**config.mk**
```make
export PLATFORM = sky130hd
export DESIGN_NAME = data_mem_responder
export DESIGN_NICKNAME = d
export VERILOG_FILES = /design/src/rtl/data_mem_responder.sv
export SDC_FILE = /design/constraint.sdc
export NUM_CORES = 2
export LEC_CHECK = 0
export BUFFER_PORTS_ARGS = -buffer_cell sky130_fd_sc_hd__clkbuf_2
export CORE_MARGIN = 1.5
export CORE_UTILIZATION = 39
export CTS_BUF_LIST = sky130_fd_sc_hd__clkbuf_16
export DETAILED_ROUTE_END_ITERATION = 8
export PLACE_DENSITY = 0.63
export SLEW_MARGIN = 20
export SYNTH_ARGS = -nofsm -noshare
export SYNTH_HDL_FRONTEND = slang
export SYNTH_SLANG_ARGS = --single-unit
```
**constraint.sdc**
```tcl
create_clock -name clk -period 4.7 [get_ports clk]
set_clock_uncertainty 0.1 [all_clocks]
set_input_delay 0.47 -clock clk [delete_from_list [all_inputs] [get_ports clk]]
set_output_delay 0.47 -clock clk [all_outputs]
set_load 0.05 [all_outputs]
```
**src/rtl/data_mem_responder.sv**
```systemverilog
// ----------------------------------------------------------------------------
// data_mem_responder
//
// Memory-side responder for a single-cycle core's data port. Read data is
// combinational from the address so the core's writeback mux can consume it
// in the same cycle. Writes commit at the rising edge.
//
// Address map (byte addresses, bits [1:0] ignored, word access only):
//   0 .. 4*RAM_WORDS-1   word RAM (not cleared by reset)
//   IO_BASE + 0x0        TXDATA  : write pushes wdata[7:0], reads as 0
//   IO_BASE + 0x4        STATUS  : {29'b0, ovf, full, empty}, write bit2=1 clears ovf
//   IO_BASE + 0x8        CYCLES  : free-running counter, write loads it
//   anything else        unmapped: reads 0, writes ignored, sets err_unmapped
//
// Ports:
//   clk           rising-edge clock
//   reset         synchronous, active-high reset
//   mem_we        write strobe from core
//   mem_addr      byte address from core
//   mem_wdata     write data from core
//   mem_rdata     combinational read data to core
//   tx_data       head byte of TX FIFO (0 when empty)
//   tx_valid      TX FIFO non-empty
//   tx_ready      downstream accepts tx_data this cycle
//   err_unmapped  sticky flag: an unmapped address was presented
// ----------------------------------------------------------------------------
module data_mem_responder #(
    parameter int unsigned RAM_WORDS  = 64,
    parameter int unsigned FIFO_DEPTH = 8,
    parameter logic [31:0] IO_BASE    = 32'h0000_1000
) (
    input  logic        clk,
    input  logic        reset,
    input  logic        mem_we,
    input  logic [31:0] mem_addr,
    input  logic [31:0] mem_wdata,
    output logic [31:0] mem_rdata,
    output logic [7:0]  tx_data,
    output logic        tx_valid,
    input  logic        tx_ready,
    output logic        err_unmapped
);

    localparam int unsigned IDX_W = $clog2(RAM_WORDS);
    localparam int unsigned PTR_W = $clog2(FIFO_DEPTH);

    localparam logic [31:0]  RAM_BYTES   = 32'(4 * RAM_WORDS);
    localparam logic [29:0]  TX_WORD     = IO_BASE[31:2];
    localparam logic [29:0]  STATUS_WORD = TX_WORD + 30'd1;
    localparam logic [29:0]  CYCLES_WORD = TX_WORD + 30'd2;
    localparam logic [PTR_W:0] FULL_COUNT = (PTR_W + 1)'(FIFO_DEPTH);

    typedef enum logic [2:0] {
        SEL_RAM,
        SEL_TX,
        SEL_STATUS,
        SEL_CYCLES,
        SEL_NONE
    } sel_e;

    // Storage
    logic [31:0]      r_ram  [RAM_WORDS];
    logic [7:0]       r_fifo [FIFO_DEPTH];
    logic [PTR_W-1:0] r_rd_ptr;
    logic [PTR_W-1:0] r_wr_ptr;
    logic [PTR_W:0]   r_count;
    logic             r_ovf;
    logic             r_err;
    logic [31:0]      r_cycles;

    // Decode and FIFO handshake
    sel_e             w_sel;
    logic [IDX_W-1:0] w_ram_idx;
    logic             w_empty;
    logic             w_full;
    logic             w_pop;
    logic             w_push;
    logic             w_push_ok;

    assign w_ram_idx = mem_addr[IDX_W+1:2];

    // NOTE: every always_comb output gets a default before any branch so no
    // path can leave it unassigned and infer a latch.
    always_comb begin
        w_sel = SEL_NONE;
        if (mem_addr < RAM_BYTES) begin
            w_sel = SEL_RAM;
        end else if (mem_addr[31:2] == TX_WORD) begin
            w_sel = SEL_TX;
        end else if (mem_addr[31:2] == STATUS_WORD) begin
            w_sel = SEL_STATUS;
        end else if (mem_addr[31:2] == CYCLES_WORD) begin
            w_sel = SEL_CYCLES;
        end
    end

    assign w_empty   = (r_count == '0);
    assign w_full    = (r_count == FULL_COUNT);
    assign w_pop     = !w_empty && tx_ready;
    assign w_push    = mem_we && (w_sel == SEL_TX);
    // A full FIFO still takes the byte when the head leaves in the same edge.
    assign w_push_ok = w_push && (!w_full || w_pop);

    assign tx_valid     = !w_empty;
    // Entry storage is never cleared, so mask the head while empty.
    assign tx_data      = w_empty ? 8'h00 : r_fifo[r_rd_ptr];
    assign err_unmapped = r_err;

    // Reads reflect pre-edge state; TXDATA and unmapped fall to zero.
    always_comb begin
        mem_rdata = '0;
        case (w_sel)
            SEL_RAM:    mem_rdata = r_ram[w_ram_idx];
            SEL_STATUS: mem_rdata = {29'b0, r_ovf, w_full, w_empty};
            SEL_CYCLES: mem_rdata = r_cycles;
            default:    mem_rdata = '0;
        endcase
    end

    // NOTE: RAM and FIFO entry arrays carry no reset so they can map onto
    // memory primitives; only the pointers/count define what is valid.
    always_ff @(posedge clk) begin
        if (!reset && mem_we && (w_sel == SEL_RAM)) begin
            r_ram[w_ram_idx] <= mem_wdata;
        end
        if (!reset && w_push_ok) begin
            r_fifo[r_wr_ptr] <= mem_wdata[7:0];
        end
    end

    // NOTE: sequential state uses non-blocking assignments so every register
    // samples pre-edge values regardless of statement order.
    always_ff @(posedge clk) begin
        if (reset) begin
            r_rd_ptr <= '0;
            r_wr_ptr <= '0;
            r_count  <= '0;
            r_ovf    <= 1'b0;
            r_err    <= 1'b0;
            r_cycles <= '0;
        end else begin
            if (w_pop) begin
                r_rd_ptr <= r_rd_ptr + PTR_W'(1);
            end
            if (w_push_ok) begin
                r_wr_ptr <= r_wr_ptr + PTR_W'(1);
            end

            // Simultaneous push and pop leaves the occupancy unchanged.
            if (w_push_ok && !w_pop) begin
                r_count <= r_count + (PTR_W + 1)'(1);
            end else if (w_pop && !w_push_ok) begin
                r_count <= r_count - (PTR_W + 1)'(1);
            end

            if (w_push && !w_push_ok) begin
                r_ovf <= 1'b1;
            end else if (mem_we && (w_sel == SEL_STATUS) && mem_wdata[2]) begin
                r_ovf <= 1'b0;
            end

            if (w_sel == SEL_NONE) begin
                r_err <= 1'b1;
            end

            // A load wins over the increment on the same edge.
            if (mem_we && (w_sel == SEL_CYCLES)) begin
                r_cycles <= mem_wdata;
            end else begin
                r_cycles <= r_cycles + 32'd1;
            end
        end
    end

endmodule

```
# [Word-level counts from Yosys, hierarchy flattened]
# Memories as Yosys holds them, arrays and structs flattened. A register that Yosys moved wholly into a read port is not among the register bits.
# Index checks and enable logic that the tools add are counted.
[classes] add_sub_neg=5 n_mul=0 div=0 n_lt_le_gt_ge=1 n_eq_ne=8 shift=0 n_mux=17 n_bitwise=0 reduce_logical=22
[op_table] cell="32-bit one-hot mux with 3 select lines" count=1
[op_table] cell="30-bit by 11-bit == test with 1-bit output (second input constant)" count=3
[op_table] cell="32-bit by 1-bit adder with 32-bit output (second input constant)" count=1
[op_table] cell="32-bit by 9-bit < comparator with 1-bit output (second input constant)" count=1
[op_table] cell="32-bit two-way mux" count=1
[op_table] cell="3-bit two-way mux" count=6
[op_table] cell="1-bit logical AND" count=12
[op_table] cell="4-bit two-way mux" count=2
[op_table] cell="8-bit two-way mux" count=1
[op_table] cell="3-bit by 1-bit adder with 3-bit output (second input constant)" count=2
[op_table] cell="3-bit by 2-bit == test with 1-bit output (second input constant)" count=2
[op_table] cell="1-bit two-way mux" count=6
[op_table] cell="1-bit logical NOT" count=5
[op_table] cell="4-bit by 1-bit adder with 4-bit output (second input constant)" count=1
[op_table] cell="4-bit == test (second input constant)" count=1
[op_table] cell="4-bit logical NOT" count=1
[op_table] cell="2-bit nonzero test" count=2
[op_table] cell="4-bit by 1-bit subtractor with 4-bit output (second input constant)" count=1
[op_table] cell="3-bit by 1-bit == test with 1-bit output (second input constant)" count=1
[op_table] cell="3-bit == test (second input constant)" count=1
[op_table] cell="3-bit logical NOT" count=1
[op_table] cell="1-bit logical OR" count=1
[word_totals] register_bits=44 latchBits=0 ramBits=2112 mem_bits_ro=0 wordCells=61 mem_count=2
[mem_list] memory="r_ram" depth=64 word_bits=32 read_ports=1 rd_clocked_by_memory_dff=0 wr=1 line_no="62" source="logic [31:0] r_ram [RAM_WORDS];"
[mem_list] memory="r_fifo" depth=8 word_bits=8 read_ports=1 rd_clocked_by_memory_dff=1 wr=1 line_no="63" source="logic [7:0] r_fifo [FIFO_DEPTH];"

# [Longest topological paths before layout]
[depth] depth_word=12 mapped_depth=15 mapped_depth_nobuf=12

# [Worst setup path before layout]
# No wires, ideal clock.
[synth_path] path_kind="input to output" startpoint="input port mem_addr[2]" endpoint="output port mem_rdata[11]" t_arrival_ns=3.539 path_slack_ns=0.591 path_stages=9 path_buffers=4 cell_sequence="buf_6 -> buf_6 -> buf_8 -> buf_6 -> nor2_1 -> a22oi_1 -> a21oi_1 -> or4_1 -> o41ai_1"
[synth_between] elab_chain_len=7 elab_cells_between_ends=13 classes_between="1 x order compare; 5 x eq/ne; 5 x mux; 1 x reduce/logical; 1 x memory"
[synth_lines] item="start, declared" line_no="35" source="input logic [31:0] mem_addr,"
[synth_lines] item="parallel branches: the longest is 6 deep, another holds 32-bit by 9-bit < comparator with 1-bit output"
[synth_lines] item="32-bit one-hot mux with 3 select lines (*)" line_no="112" source="case (w_sel)"
[synth_lines] item="end, declared" line_no="37" source="output logic [31:0] mem_rdata,"
# Mark *: on every way between the ends.

# [Worst setup path after layout]
[layout_path] startpoint="input port mem_addr[2]" endpoint="output port mem_rdata[21]"
# Same word-level chain as after synthesis.

==> results_dict.tcl <==
set metrics [dict create \
    drv_slew 0 \
    drt_iter0_drc 9056 \
    drc 0 \
    synth_cell_types 83 \
    postCtsSetupRepairBufs 0 \
    hold_violations 0 \
    status "completed" \
    cts.sinks 2159 \
    ios 110 \
    synth_simple_gate_area_share_pct 3.011 \
    max_slew_margin_pct 22.27 \
    rsz0062_at_grt "false" \
    max-cap-violations 0 \
    clkPwrFrac_pct 40.8 \
    grt_max_degree 81 \
    vias 50510 \
    antenna_left 0 \
    pwr-share-seq_pct 53.8 \
    first_pass_iters 8 \
    cts_buffers 206 \
    drt-vias-per-instance 6.321 \
    synth_xor_area_share_pct 0.3867 \
    postSynthCellCount 4589 \
    syn_nets 4664 \
    final_core_util_pct 45.73 \
    htreeDepth 4 \
    insertion_delay_ns 0.85 \
    syn-cell-area_sq_um 83810 \
    final_common_cell "edfxtp_1" \
    switching_share_pct 22.33 \
    whs_ns 0.08029 \
    power_frac_comb_pct 5.4 \
    synth-adder-area-share_pct 0.1135 \
    syn_avg_cell_area_sq_um 18.26 \
    start_util_pct 39.36 \
    setup-tns-final_ns 0 \
    synth-seq-cells 2159 \
    powerDensity_nw_per_um2 403.2 \
    tritoncts "done" \
    grt_pass1_vias 47540 \
    clkTransAtPathRegs_ns 0.06 \
    fmax_mhz 217.5 \
    ys_async_sr_fraction_pct 0 \
    synth-edff-count 2112 \
    nets 5069 \
    min_period_over_period_pct 97.82 \
    cts_root_buf "clkbuf_16" \
    core_region_area_sq_um 212900 \
    p_leak_nw 30.99 \
    area_growth_pct 16.19 \
    setup_viol 0 \
    crit_top_cell "buf_4" \
    path_buf_inv 4 \
    synth-seq-area-share_pct 76.80 \
    fin_total_pwr_mw 39.26 \
    grt_overflow 0 \
    synthFlopType "edfxtp_1" \
    portBuffers 107 \
    cts_buffer_depth 3 \
    path_max_fanout 46 \
    final_cell_mix "edfxtp_1, buf_4, o22ai_1, mux2i_1, clkbuf_16" \
    num-fill-cells 17870 \
    synth-compound-area-share_pct 7.968 \
    gp_congestion 0.9162 \
    drive_above_1_share_pct 23.32 \
    yosysWarnings 0 \
    drt-total-wl_mm 287.4 \
    cp_slowest_cell "a2111oi_0" \
    die_x_um 466.6 \
    tightest_slew_ns 1.160 \
    path_class "primary input to output port" \
    peakVddDrop_mv 0.2919 \
    crit_family "compound AO/OA/AOI/OAI gates" \
    critPathRequiredTime_ns 4.13 \
    rows 169 \
    cp-end-kind "output port" \
    dp_hpwl_mm 173.6 \
    die_area_sq_um 217700 \
    grt_use_total_pct 25.86 \
    synth_top_family_by_area "multiplexers" \
    die_h_um 466.6 \
    power.switching_mw 8.765 \
    worstSetupStartpointType "primary input" \
    critPathMaxStageDelay_ns 0.82 \
    min_path_type "primary input to flop" \
    fin_crit_ns 4.598 \
    antenna_found_initial 22 \
    cp.arrival_ns 4.03 \
    path_cells "buf_8 -> buf_4 -> and2b_1 -> a22oi_1 -> a31oi_1 -> a2111oi_0 -> buf_4 -> a32o_1 -> buf_12" \
    p_int_mw 30.49 \
    synth.area.mux_share_pct 9.661 \
    wire_per_inst_um 35.97 \
    grt_first_pass_wirelength_mm 389.6 \
]
## synthesized netlist by cell type (17+ instances only)
master	n	area, sq um
buf_1	28	105.1
mux2_2	144	1622
xor2_1	24	210.2
nor2b_1	17	106.4
o22a_1	20	175.2
a211oi_1	64	480.5
nor3_1	20	100.1
nand2_1	168	630.6
buf_4	47	352.8
mux4_2	187	4212
a22oi_1	46	345.3
dfxtp_1	47	940.9
o221ai_1	124	1086
a221oi_1	26	227.7
buf_6	33	371.6
edfxtp_1	2112	63420
a32o_1	24	240.2
clkbuf_1	103	386.6
nand3_1	31	155.2
o22ai_1	273	1708
o21ai_0	131	655.6
buf_2	88	440.4
nor2_1	217	814.5
a21oi_1	135	675.7
mux2i_1	225	2252
## what timing repair did
item | in CTS | in global routing
hold endpoints to repair | 41 | 0
hold buffers | 7 | 0
resized for setup | 0 | 0
## power by group through the flow
stage | combinational (mW) | sequential (mW) | clock [mW]
2_1_floorplan | 0.944 | 21.5 | 0
6_report | 2.12 | 21.1 | 16.0
3_3_place_gp | 2.03 | 21.5 | 0
4_1_cts | 2.06 | 21.1 | 16.1
3_5_place_dp | 2.05 | 21.5 | 0
5_1_grt | 2.16 | 21.1 | 16.8
## logic make-up (layout without fill, tap and decap cells)
group | count (synthesis) | after routing
AOI/OAI and AO/OA | 966 | 966
xor gates and xnor gates | 37 | 37
adders and majority gates | 7 | 7
buffers and inverters | 312 | 886
DFF | 2159 | 2159
muxes | 557 | 557
other | 0 | 7
and+or+nand+nor | 551 | 551
## per-stage QoR
stage          instance area [sq um]  worst slack, ns  instances
2_1_floorplan                  83810           0.5908       4589
3_3_place_gp                   90870           0.2250       7600
3_5_place_dp                   90870           0.2554       7600
4_1_cts                        97350           0.2569       7984
5_1_grt                        97360           0.2104       7985
6_report                       97370           0.1023       7991
## cell type report
cell class              count  area [sq um]  share of cell area [%]
well taps                2821          3530                   3.625
clock buffers             211          5280                   5.422
clock inverters           166          1134                   1.164
diodes                      7         17.52                 0.01799
flip-flops and latches   2159         64360                   66.10
repair buffers            499          4700                   4.826
inverters                  10         45.04                 0.04626
multi-input cells        2118         18310                   18.80
## routing by layer
layer	part of all wire, %	global-route usage (%)
met5	0.022	0
met4	5.9	13.07
met3	14	7.395
met2	44	38.31
met1	36	34.79
## state kept, by name (all words and copies together), names as in the netlist, named ones only
| name | cells |
|---|---|
| r_ovf | 1 |
| r_rd_ptr | 3 |
| err_unmapped | 1 |
| r_count | 4 |
| r_fifo | 64 |
| r_wr_ptr | 3 |
| r_cycles | 32 |
| r_ram | 2048 |
## final timing paths
kind	startpoint	endpoint	slack [ns]	depth (start not counted)
setup / recovery	mem_addr[2]	mem_rdata[21]	0.10	9
hold / removal	mem_wdata[11]	r_ram[2][11]	0.08	1
setup reg to reg	r_cycles[5]	r_cycles[26]	1.83	6
hold reg to reg	r_ovf	r_ovf	0.38	2
No activity file was read; power rests on OpenSTA's default activity.
